$ cat config.mk
export PLATFORM = sky130hd
export DESIGN_NAME = control_unit_risc
export DESIGN_NICKNAME = d
export VERILOG_FILES = /design/src/rtl/risc_pkg.sv /design/src/rtl/control_unit_risc.sv
export SDC_FILE = /design/constraint.sdc
export NUM_CORES = 1
export LEC_CHECK = 0
export CAP_MARGIN = 20
export CORE_MARGIN = 10
export CORE_UTILIZATION = 38
export DETAILED_ROUTE_END_ITERATION = 7
export PLACE_DENSITY = 0.82
export SYNTH_ARGS = -nofsm -noshare
export SYNTH_HDL_FRONTEND = slang
export SYNTH_SLANG_ARGS = --single-unit
$ cat constraint.sdc
create_clock -name clk -period 3.8 [get_ports clk]
set_input_delay 0.38 -clock clk [delete_from_list [all_inputs] [get_ports clk]]
set_output_delay 0.38 -clock clk [all_outputs]
set_load 0.03 [all_outputs]
$ cat src/rtl/risc_pkg.sv
// Package: risc_pkg
// Purpose: Shared constants for the 8-bit RISC MCU. It holds the opcode
//          values, the FSM state encoding and the bus-select codes. The
//          control unit, the ALU and the datapath top all use it.
package risc_pkg;

   localparam int DATA_SIZE = 8;
   localparam int OP_SIZE   = 4;

   // Opcodes. STORE, LOAD and HALT each occupy a range of codes.
   localparam logic [3:0] OP_ADD   = 4'd0;
   localparam logic [3:0] OP_SUB   = 4'd1;
   localparam logic [3:0] OP_AND   = 4'd2;
   localparam logic [3:0] OP_OR    = 4'd3;
   localparam logic [3:0] OP_NOT   = 4'd4;
   localparam logic [3:0] OP_NOP   = 4'd5;
   localparam logic [3:0] OP_JMP   = 4'd6;
   localparam logic [3:0] OP_BRZ   = 4'd7;
   localparam logic [3:0] OP_STO0  = 4'd8;
   localparam logic [3:0] OP_STO1  = 4'd9;
   localparam logic [3:0] OP_LD0   = 4'd10;
   localparam logic [3:0] OP_LD1   = 4'd11;

   // Bus_1 source codes. Values 0..3 select R0..R3 directly.
   localparam logic [2:0] BUS1_PC   = 3'd4;

   // Bus_2 source codes
   localparam logic [1:0] BUS2_ALU  = 2'd0;
   localparam logic [1:0] BUS2_BUS1 = 2'd1;
   localparam logic [1:0] BUS2_MEM  = 2'd2;

   typedef enum logic [3:0] {
      S_IDLE = 4'd0,
      S_FET1 = 4'd1,
      S_FET2 = 4'd2,
      S_DEC  = 4'd3,
      S_EX1  = 4'd4,
      S_RD1  = 4'd5,
      S_RD2  = 4'd6,
      S_WR1  = 4'd7,
      S_WR2  = 4'd8,
      S_BR1  = 4'd9,
      S_BR2  = 4'd10,
      S_HALT = 4'd11
   } state_t;

   function automatic logic [3:0] reg_onehot(input logic [1:0] idx);
      return 4'b0001 << idx;
   endfunction

endpackage

$ cat src/rtl/control_unit_risc.sv
// Module: control_unit_risc
// Purpose: Multi-cycle fetch/decode/execute sequencer for the 8-bit RISC MCU.
// Ports:
//   clk, rst      clock and synchronous active-high reset
//   instruction   IR contents {opcode[7:4], src[3:2], dest[1:0]}
//   zero          registered zero flag (Reg_Z)
//   load_reg      one-hot load enable for R0..R3
//   load_pc, inc_pc, load_ir, load_add_r, load_reg_y, load_reg_z
//                 load enables for the datapath registers
//   sel_bus_1     0..3 = R0..R3, 4 = PC
//   sel_bus_2     0 = ALU, 1 = Bus_1, 2 = memory
//   alu_sel       ALU opcode
//   write         memory write strobe
//   halted        high while the FSM is in S_HALT
module control_unit_risc
   import risc_pkg::*;
#(
   parameter int data_size = 8,
   parameter int op_size   = 4
) (
   input  logic                 clk,
   input  logic                 rst,
   input  logic [data_size-1:0] instruction,
   input  logic                 zero,
   output logic [3:0]           load_reg,
   output logic                 load_pc,
   output logic                 inc_pc,
   output logic                 load_ir,
   output logic                 load_add_r,
   output logic                 load_reg_y,
   output logic                 load_reg_z,
   output logic [2:0]           sel_bus_1,
   output logic [1:0]           sel_bus_2,
   output logic [op_size-1:0]   alu_sel,
   output logic                 write,
   output logic                 halted
);

   state_t               r_state;
   state_t               w_next;
   logic [op_size-1:0]   w_op;
   logic [1:0]           w_src;
   logic [1:0]           w_dest;

   assign w_op   = instruction[data_size-1 -: op_size];
   assign w_src  = instruction[3:2];
   assign w_dest = instruction[1:0];

   always_ff @(posedge clk) begin
      if (rst) r_state <= S_IDLE;
      else     r_state <= w_next;
   end

   always_comb begin
      w_next     = r_state;
      load_reg   = 4'b0000;
      load_pc    = 1'b0;
      inc_pc     = 1'b0;
      load_ir    = 1'b0;
      load_add_r = 1'b0;
      load_reg_y = 1'b0;
      load_reg_z = 1'b0;
      sel_bus_1  = 3'd0;
      sel_bus_2  = 2'd0;
      alu_sel    = '0;
      write      = 1'b0;
      halted     = 1'b0;

      case (r_state)
         S_IDLE: w_next = S_FET1;

         S_FET1: begin
            sel_bus_1  = BUS1_PC;
            sel_bus_2  = BUS2_BUS1;
            load_add_r = 1'b1;
            w_next     = S_FET2;
         end

         S_FET2: begin
            sel_bus_2 = BUS2_MEM;
            load_ir   = 1'b1;
            inc_pc    = 1'b1;
            w_next    = S_DEC;
         end

         S_DEC: begin
            w_next = S_FET1;
            case (w_op)
               OP_ADD, OP_SUB, OP_AND, OP_OR: begin
                  // Latch src into Reg_Y; the ALU sees dest on Bus_1 next cycle.
                  sel_bus_1  = {1'b0, w_src};
                  sel_bus_2  = BUS2_BUS1;
                  load_reg_y = 1'b1;
                  w_next     = S_EX1;
               end
               OP_NOT: begin
                  sel_bus_1  = {1'b0, w_src};
                  alu_sel    = OP_NOT;
                  sel_bus_2  = BUS2_ALU;
                  load_reg   = reg_onehot(w_dest);
                  load_reg_z = 1'b1;
               end
               OP_NOP: w_next = S_FET1;
               OP_BRZ, OP_JMP: begin
                  if (w_op == OP_JMP || zero) begin
                     sel_bus_1  = BUS1_PC;
                     sel_bus_2  = BUS2_BUS1;
                     load_add_r = 1'b1;
                     w_next     = S_BR1;
                  end else begin
                     // Branch not taken: step over the address byte.
                     inc_pc = 1'b1;
                  end
               end
               OP_STO0, OP_STO1, OP_LD0, OP_LD1: begin
                  sel_bus_1  = BUS1_PC;
                  sel_bus_2  = BUS2_BUS1;
                  load_add_r = 1'b1;
                  w_next     = (w_op == OP_STO0 || w_op == OP_STO1) ? S_WR1 : S_RD1;
               end
               default: w_next = S_HALT;
            endcase
         end

         S_EX1: begin
            sel_bus_1  = {1'b0, w_dest};
            alu_sel    = w_op;
            sel_bus_2  = BUS2_ALU;
            load_reg   = reg_onehot(w_dest);
            load_reg_z = 1'b1;
            w_next     = S_FET1;
         end

         S_RD1, S_WR1, S_BR1: begin
            // Operand address byte goes into ADD_R. PC skips it unless a branch reloads PC.
            sel_bus_2  = BUS2_MEM;
            load_add_r = 1'b1;
            inc_pc     = (r_state != S_BR1);
            w_next     = (r_state == S_RD1) ? S_RD2 :
                         (r_state == S_WR1) ? S_WR2 : S_BR2;
         end

         S_RD2: begin
            sel_bus_2 = BUS2_MEM;
            load_reg  = reg_onehot(w_dest);
            w_next    = S_FET1;
         end

         S_WR2: begin
            sel_bus_1 = {1'b0, w_src};
            write     = 1'b1;
            w_next    = S_FET1;
         end

         S_BR2: begin
            sel_bus_2 = BUS2_MEM;
            load_pc   = 1'b1;
            w_next    = S_FET1;
         end

         S_HALT: begin
            halted = 1'b1;
            w_next = S_HALT;
         end

         default: w_next = S_IDLE;
      endcase
   end

endmodule

==> key figures <==
Setup path
  – Reg-to-reg slack, setup: 2.01 ns
  – Critical R2R Launch: r_state[1]$_SDFF_PP0_
  – CP max stage delay: 0.70 ns
  – Crit Reg-Reg Endpoint: r_state[3]$_SDFF_PP0_
  – Worst path cell trace: clkdlybuf4s50_1, or4b_1, or3_4, o21ai_2, nor3b_2, clkdlybuf4s50_1
  – CP max stage cell: clkdlybuf4s50_1
  – Most common cell on crit path: clkdlybuf4s50_1
  – Reg2Reg Depth: 4
  – Worst Path Max Fanout: 9
  – CP required: 3.42 ns
  – CP Capture Type: output port
  – Critical path class: input port to output port
  – Startpoint types: input port
  – WP data arrival: around 2.8 ns

Final layout
  – Max reg flops: 4
  – # nets final: 119
  – Util after Layout: 66.1%
  – Leading registers by flop count: r_state (4)
  – Layout cells sized above 1: 8.49%
  – Number of diodes: 0
  – Synth-to-layout area growth: 64.4%
  – Largest reg by FF count: r_state
  – Post-Layout Cell Count: 121
  – Final instance area: 860 µm²

Place
  – Final Wtd Congestion: roughly 0.89
  – Final HPWL DP: about 1.4 mm
  – Pre-CTS setup slack: around 0.60 ns
  – Inst Count DP: about 120
  – PortBufs: 31
  – Cell area after placement: about 840 µm²

Timing
  – Final period util: 84.1%
  – Hold WS: 0.679 ns
  – Worst slew pin tran: approximately 0.48 ns
  – Final worst slack: 0.603 ns
  – Fin. max-slew vios: 0
  – Fin crit period: 3.20 ns
  – Final Skew: 0.000148 ns
  – Fmax achieved: 313 MHz
  – Sum of negative setup slack: 0 ns
  – Final Hold Fails: 0
  – Relative slew slack: approximately two thirds
  – Final setup viols: 0
  – RSZ-0062 raised after global routing: false

Clocking
  – Worst skew pair latency: ~0.23 ns
  – TritonCTS Sinks: 4
  – Hold-fix buffers, CTS: 0
  – CTS Buffer Depth: 2
  – CTS tree: yes
  – Clock root cell: clkbuf_4
  – Clock transition at path regs: 0.03 ns
  – Postcts setup bufs: 0
  – Post-CTS sizing: 0
  – CTS HTree Levels: 1
  – TritonCTS Buffers: 3

Power and ir drop
  – Leak pwr: ~0.33 nW
  – Pwr Density: 264 nW/µm²
  – Max VDD drop: 0.191 mV
  – Pwr Total: 0.227 mW

Floorplanning
  – Starting Density: between 40% and 50%
  – Core Region: 1300 µm²
  – Die Ht: between 50 and 60 µm
  – I/O pins: 32
  – # rows: 13
  – Die ar.: 3260 µm²
  – Die X: 57.1 µm

Min path
  – Beginning of the worst hold path: r_state[2]$_SDFF_PP0_
  – Hold Path End: r_state[3]$_SDFF_PP0_
  – Hold crit path type: register to register
  – Worst hold stages: 1

Synthesis
  – Syn. warnings: 0
  – Most used DFF post-synth: dfxtp_1
  – Synth async-reset ratio: 0%
  – Post-synthesis cell area: 523 µm²
  – Avg Cell Area, Syn: 6.88 µm²
  – Cells after Synth: between 70 and 80
  – Seq/Total Area, Yosys: 15.3%
  – Post-synth EDFFs: 0
  – Syn Nets: 87
  – FF+latch count, synth: 4
  – Count of different cell masters after synthesis: 35

Routing
  – Routed Wire Length: 1.70 mm
  – Number of DRC markers in iteration 0: 23
  – Vias/cell: 5.52
  – Vias: 668
  – Drt drc: 0
  – DRT Pass-1 Iters: 4
  – Avg WL per Cell: 14.1 µm
  – Routed Antenna Nets: 0

Run
  – Max cap viols: 0

GRT
  – Grt ovf: 0
  – First-pass GRT wire length: 3.03 mm
  – Vias in the first global route: 662
  – Pin count of the biggest net entering global routing: 16
  – Initial antenna violation count: 0
  – Total GRT Usage: 10.7%

Run status
  – Status: finished, final reports clean
==> worst max-delay path, delay by kind of cell <==
family	cells	cell delay, ns
AND/OR/NAND/NOR	3	1.12
AO/OA/AOI/OAI	1	0.09
buffers and inverters	2	1.23
==> cells by family (layout without fill, tap and decap cells) <==
logic type	count (synthesis)	in the layout	synth area share (%)
compound gates	23	23	31.6
simple gates	40	40	46.7
flops	4	4	15.3
buf+inv	9	39	6.46
==> layout by cell type (no fill, tap or decap), drive strengths merged, types with 4 or more instances in the layout <==
| cell | netlist | layout |
|---|---|---|
| clkdlybuf4s50 | 0 | 31 |
| nor2 | 8 | 8 |
| inv | 5 | 5 |
| nand2b | 5 | 5 |
| a21oi | 5 | 5 |
| o21ai | 5 | 5 |
| and2 | 4 | 4 |
| dfxtp | 4 | 4 |
| or3 | 4 | 4 |
==> how the worst max path moves through the flow <==
stage                                      from          end  slack, ns  cells past startpoint
final                            instruction[7]  load_reg[0]       0.60                      6
after detailed placement         instruction[7]  load_reg[0]       0.60                      6
after floorplan           r_state[2]$_SDFF_PP0_       inc_pc       1.60                      3
after CTS                        instruction[7]  load_reg[0]       0.59                      6
after global placement           instruction[7]  load_reg[0]       0.69                      6
after global routing             instruction[7]  load_reg[0]       0.49                      6
==> final cells by class <==
| class | instances | area [µm²] |
|---|---|---|
| timing repair buffer | 31 | 310 |
| fill | 117 | 442 |
| multi-input combinational | 63 | 409 |
| clock buffer | 3 | 22.5 |
| tap | 15 | 18.8 |
| inverter | 5 | 18.8 |
| sequential | 4 | 80.1 |
==> where the power goes <==
group / internal (mW) / total (mW) / switching, mW
Sequential: 0.0464 / 0.0617 / 0.0153
Combinational: 0.0524 / 0.115 / 0.0628
Clock: 0.0351 / 0.0498 / 0.0147
==> cell usage after synthesis (2+ instances only) <==
cell,n,share of area (%)
nor2_1,8,5.7
a21oi_1,5,4.8
inv_1,5,3.6
nand2b_1,5,6.0
and2_1,4,4.8
dfxtp_1,4,15
o21ai_0,4,3.8
a31oi_1,3,3.6
nand2_1,3,2.2
nor3_1,3,2.9
or3_1,3,3.6
a22o_1,2,3.3
and3_1,2,2.4
and3b_1,2,3.3
buf_1,2,1.4
clkbuf_1,2,1.4
==> routing by layer <==
| layer | GRT usage, % | up-vias | part of all wire [%] |
|---|---|---|---|
| met3 | 2.21 | 0 | 6.3 |
| met1 | 12.7 | 307 | 44 |
| met4 | 4.03 | 0 | 0 |
| met5 | 0 | - | 0 |
| li1 | - | 341 | - |
| met2 | 18.3 | 20 | 50 |
(Power assumes the default switching activity.)
==> patch 1: new RTL, same flow settings <==
The 12 states of `state_t` get a one-hot encoding in 12 bits.
--- a/src/rtl/risc_pkg.sv
+++ b/src/rtl/risc_pkg.sv
@@ -31,15 +31,15 @@
 
-   typedef enum logic [3:0] {
-      S_IDLE = 4'd0,
-      S_FET1 = 4'd1,
-      S_FET2 = 4'd2,
-      S_DEC  = 4'd3,
-      S_EX1  = 4'd4,
-      S_RD1  = 4'd5,
-      S_RD2  = 4'd6,
-      S_WR1  = 4'd7,
-      S_WR2  = 4'd8,
-      S_BR1  = 4'd9,
-      S_BR2  = 4'd10,
-      S_HALT = 4'd11
+   typedef enum logic [11:0] {
+      S_IDLE = 12'b000000000001,
+      S_FET1 = 12'b000000000010,
+      S_FET2 = 12'b000000000100,
+      S_DEC  = 12'b000000001000,
+      S_EX1  = 12'b000000010000,
+      S_RD1  = 12'b000000100000,
+      S_RD2  = 12'b000001000000,
+      S_WR1  = 12'b000010000000,
+      S_WR2  = 12'b000100000000,
+      S_BR1  = 12'b001000000000,
+      S_BR2  = 12'b010000000000,
+      S_HALT = 12'b100000000000
    } state_t;
Behaviour: no difference found for any inputs over 10 cycles, from zero or initial values and one cycle with rst high; not proved beyond that.
==> patch 1 against the unedited design <==
Sequential cell count rose by 8; utilization is 12 points lower; fmax increased by 0.41%; setup slack improved by 0.013 ns; clock skew grew 0.0051 ns; routed wire length rose by 81%; clock power increased by 110%; design area rose by 55%; area after synthesis is 89% higher; cell count is 51% higher; power rose by 38%; register-to-register slack got worse by 0.15 ns; highest routed layer is now met4.
==> patch 1: results (changes against the unedited design) <==
- Clock root buffer: clkbuf_4
- Power of the combinational group: 0.0689 mW (-40%)
- CTS Buf Count: 3 (unchanged)
- Skew final: 0.00529 ns (+0.00515 ns)
- Proportion of layout cells with a drive suffix above 1: 5.88% (-2.6 points)
- Ys Warns: 0 (unchanged)
- Crit path max-delay family: simple AND/OR/NAND/NOR gates
- Top flop regs: r_state x12
- FFs w/ async S/R, synth: 0% (unchanged)
- Initial antenna violation count: 0 (unchanged)
- Part of the power in registers: 44.4% (+17 points)
- Hold WC Path Type: register to register
- Layout Cells excl Fill: 183 (+51%)
- DP HPWL: 2.34 mm (+65%)
- Post-synth net total: 138 (+59%)
- Sequential cell area fraction in the yosys report: 24.3% (+9.0 points)
- Skew-Pair Late Insertion Delay: 0.28 ns (+0.05 ns)
- Worst path slowest cell: clkdlybuf4s50_1
- Pre-CTS setup slack: 0.787 ns (+0.190 ns)
- Switching Share: 29.6% (-11 points)
- Clk slew on worst S/H paths: 0.08 ns (+0.05 ns)
- CTS H-tree depth: 1 (unchanged)
- Syn avg cell area: 7.79 um2 (+13%)
- DRT iter0 DRCs: 63 (+170%)
- Post-cts sizing count: 0 (unchanged)
- Vias in the first global route: 1077 (+63%)
- Least-Margin Pin Slew: 0.614 ns (+0.135 ns)
- Largest stage delay on the critical path: 0.68 ns (-0.02 ns)
- Maximum VDD drop: 168 uV (-12%)
- Largest net degree at the start of global routing: 14 (-2)
- Post-layout nets: 165 (+39%)
- Global-route wire length before repair: 5.09 mm (+68%)
- Dpl cells: 179 (+52%)
- Post-synthesis cell type count: 40 (+14%)
- PortBufs: 31 (unchanged)
- Via-to-Cell Ratio: 5.90 (+6.9%)
- Outcome: finished, final reports clean
- Global-route usage over all layers: 11.9% (+1.1 points)
- Placed cell area: 1300 um2 (+55%)
- WP data arrival: 2.80 ns (-0.02 ns)
- Final Wtd Congestion: 0.896 (+0.27%)
- Commonest cells post-synth: nor2_1 (13), dfxtp_1 (12), o21ai_0 (8), nand2_1 (7), nand3_1 (7)
- DRT Wirelength: 3.09 mm (+81%)
- Leak Pwr: 0.474 nW (+45%)
- Largest cells by area after synthesis: dfxtp_1 (24%), nor2_1 (4.9%), nor4b_1 (4.4%)
- Total power: 0.313 mW (+38%)
patch 1: cell count changes after synthesis, moves of 4 or more:
cell / change
o21ai_0: +4
dfxtp_1: +8
nor3b_1: +4
nor4b_1: +4
nand2_1: +4
nand3_1: +7
inv_1: -4
nor2_1: +5
xor2_1: +4
clkbuf_1: +4
patch 1: worst reg2reg max path: stages (launching register included):
cell and delay (ns):
dfxtp_1 0.39, nor4_4 0.58, nand2_2 0.21, or4_1 0.52
a31oi_1 0.17
patch 1: area by class of cell:
type                    instances  area [um2]
clock buffers                   4        36.3
multi-input cells             104         697
fillers                       242        1140
repair buffers                 32         318
flip-flops and latches         12         240
well taps                      30        37.5
inverters                       1        3.75
patch 1: kinds of logic (layout without fill, tap and decap cells):
family,count (synthesis),in the layout,synth area share [%]
buffers and inverters,11,37,5.31
XOR/XNOR,6,6,5.31
AND/OR/NAND/NOR,76,76,49.9
flip-flops,12,12,24.3
AO/OA/AOI/OAI,22,22,15.2
patch 1: metal layers:
metal  up-vias  global-route usage [%]  part of all wire, %
li1        532                       -                    -
met2        44                    18.9                   45
met3         6                    6.28                   11
met1       498                    13.3                   43
met4         0                    3.66                  1.1
met5         -                       0                    0
patch 1: final timing paths:
| path | startpoint | to | slack (ns) | cells past startpoint |
|---|---|---|---|---|
| setup / recovery | r_state[0]$_SDFF_PP1_ | sel_bus_1[1] | 0.62 | 5 |
| hold / removal | r_state[11]$_SDFF_PP0_ | r_state[11]$_SDFF_PP0_ | 0.67 | 2 |
| hold reg to reg | r_state[11]$_SDFF_PP0_ | r_state[11]$_SDFF_PP0_ | 0.67 | 2 |
| setup reg to reg | r_state[0]$_SDFF_PP1_ | r_state[1]$_SDFF_PP0_ | 1.86 | 4 |
==> patch 2: new RTL, same flow settings <==
Without the edit above. The parameter `op_size` goes from 4 to 8.
--- a/src/rtl/control_unit_risc.sv
+++ b/src/rtl/control_unit_risc.sv
@@ -18,3 +18,3 @@
    parameter int data_size = 8,
-   parameter int op_size   = 4
+   parameter int op_size   = 8
 ) (
Ports: changed (resized alu_sel); port bits go from 32 to 36. The function was not compared with the original's and may differ.
==> patch 2 against the unedited design <==
Combinational power shrank 6%; sequential cell count unchanged; area after synthesis up 19%; design area is 14% higher; register-to-register slack improved by 0.04 ns; cell count is 12% higher; routed wire length grew 21%; setup slack improved by 0.063 ns; power is 2.5% lower; count of clock-buffer cells in the layout is the same; largest cell class unchanged.
==> patch 2: results (changes against the unedited design) <==
- Largest cells by area after synthesis: dfxtp_1 (13%), and2_1 (6.0%), nor2b_1 (6.0%)
- Final Wtd Congestion: 0.861 (-3.6%)
- Uppermost routed layer: met4
- Outcome: finished, final reports clean
- R2R Setup Slk: 2.05 ns (+0.04 ns)
- Global-route usage over all layers: 11.5% (+0.73 points)
- Reg-to-Reg Start: r_state[0]$_SDFF_PP0_
- Worst Setup SP: instruction[4]
- Commonest cells post-synth: nor2_1 (9), a21oi_1 (7), and2_1 (6), nand2_1 (6), nor2b_1 (6)
- Worst Hold Path EP: r_state[2]$_SDFF_PP0_
- Fillers: 139 (+19%)
- Drt wl/cell: 15.1 um (+7.4%)
- Skew final: 0.000952 ns (+0.000804 ns)
- WHS: 0.707 ns (+0.0281 ns)
- WP data arrival: 2.75 ns (-0.07 ns)
- Sequential cell area fraction in the yosys report: 12.9% (-2.4 points)
- Via total after detailed routing: 781 (+17%)
- Post-layout nets: 133 (+12%)
- Leak Pwr: 0.362 nW (+11%)
- Met2 routed WL: 948 um (+12%)
- DRT Wirelength: 2.06 mm (+21%)
- R2R cell count: 3 (-1)
- Least-Margin Pin Slew: 0.529 ns (+0.0497 ns)
- DRT iter0 DRCs: 11 (-52%)
- Global-route wire length before repair: 3.43 mm (+13%)
- Met1 GRT Util: 13.1% (+0.40 points)
- Vias in the first global route: 765 (+16%)
- Worst Setup EP: inc_pc
- Global routing usage on met2: 20.4% (+2.1 points)
- Worst r2r dst: r_state[1]$_SDFF_PP0_
- FMAX: 319 MHz (+2.0%)
- Largest net degree at the start of global routing: 17 (+1)
- Crit-path max FO: 6 (-3)
## patch 2: report_power, final
part / leakage (nW) / total, mW / internal [mW] / switching, mW
Clock: 0.0138 / 0.0512 / 0.0352 / 0.0159
Combinational: 0.315 / 0.108 / 0.0498 / 0.0586
Sequential: 0.0329 / 0.0614 / 0.0462 / 0.0152
## patch 2: cell families after synthesis
group                  Yosys count  share of synthesized area, %
DFF                              4                          12.9
AOI/OAI and AO/OA               22                          26.6
muxes                            1                          1.61
and+or+nand+nor                 52                          51.9
buffers and inverters           10                          7.04
## patch 2: worst max-delay path, stage by stage
cell             delay (ns)
clkdlybuf4s50_1        0.43
or4_1                  0.69
nor3_4                 0.20
nand2_2                0.09
o32ai_2                0.26
clkdlybuf4s50_1        0.71
## patch 2: final cells by class
type / count / area share (%)
timing repair buffer: 35 / 35.7
sequential: 4 / 8.15
inverter: 3 / 1.15
clock buffer: 3 / 2.29
tap: 16 / 2.04
multi-input combinational: 75 / 50.7
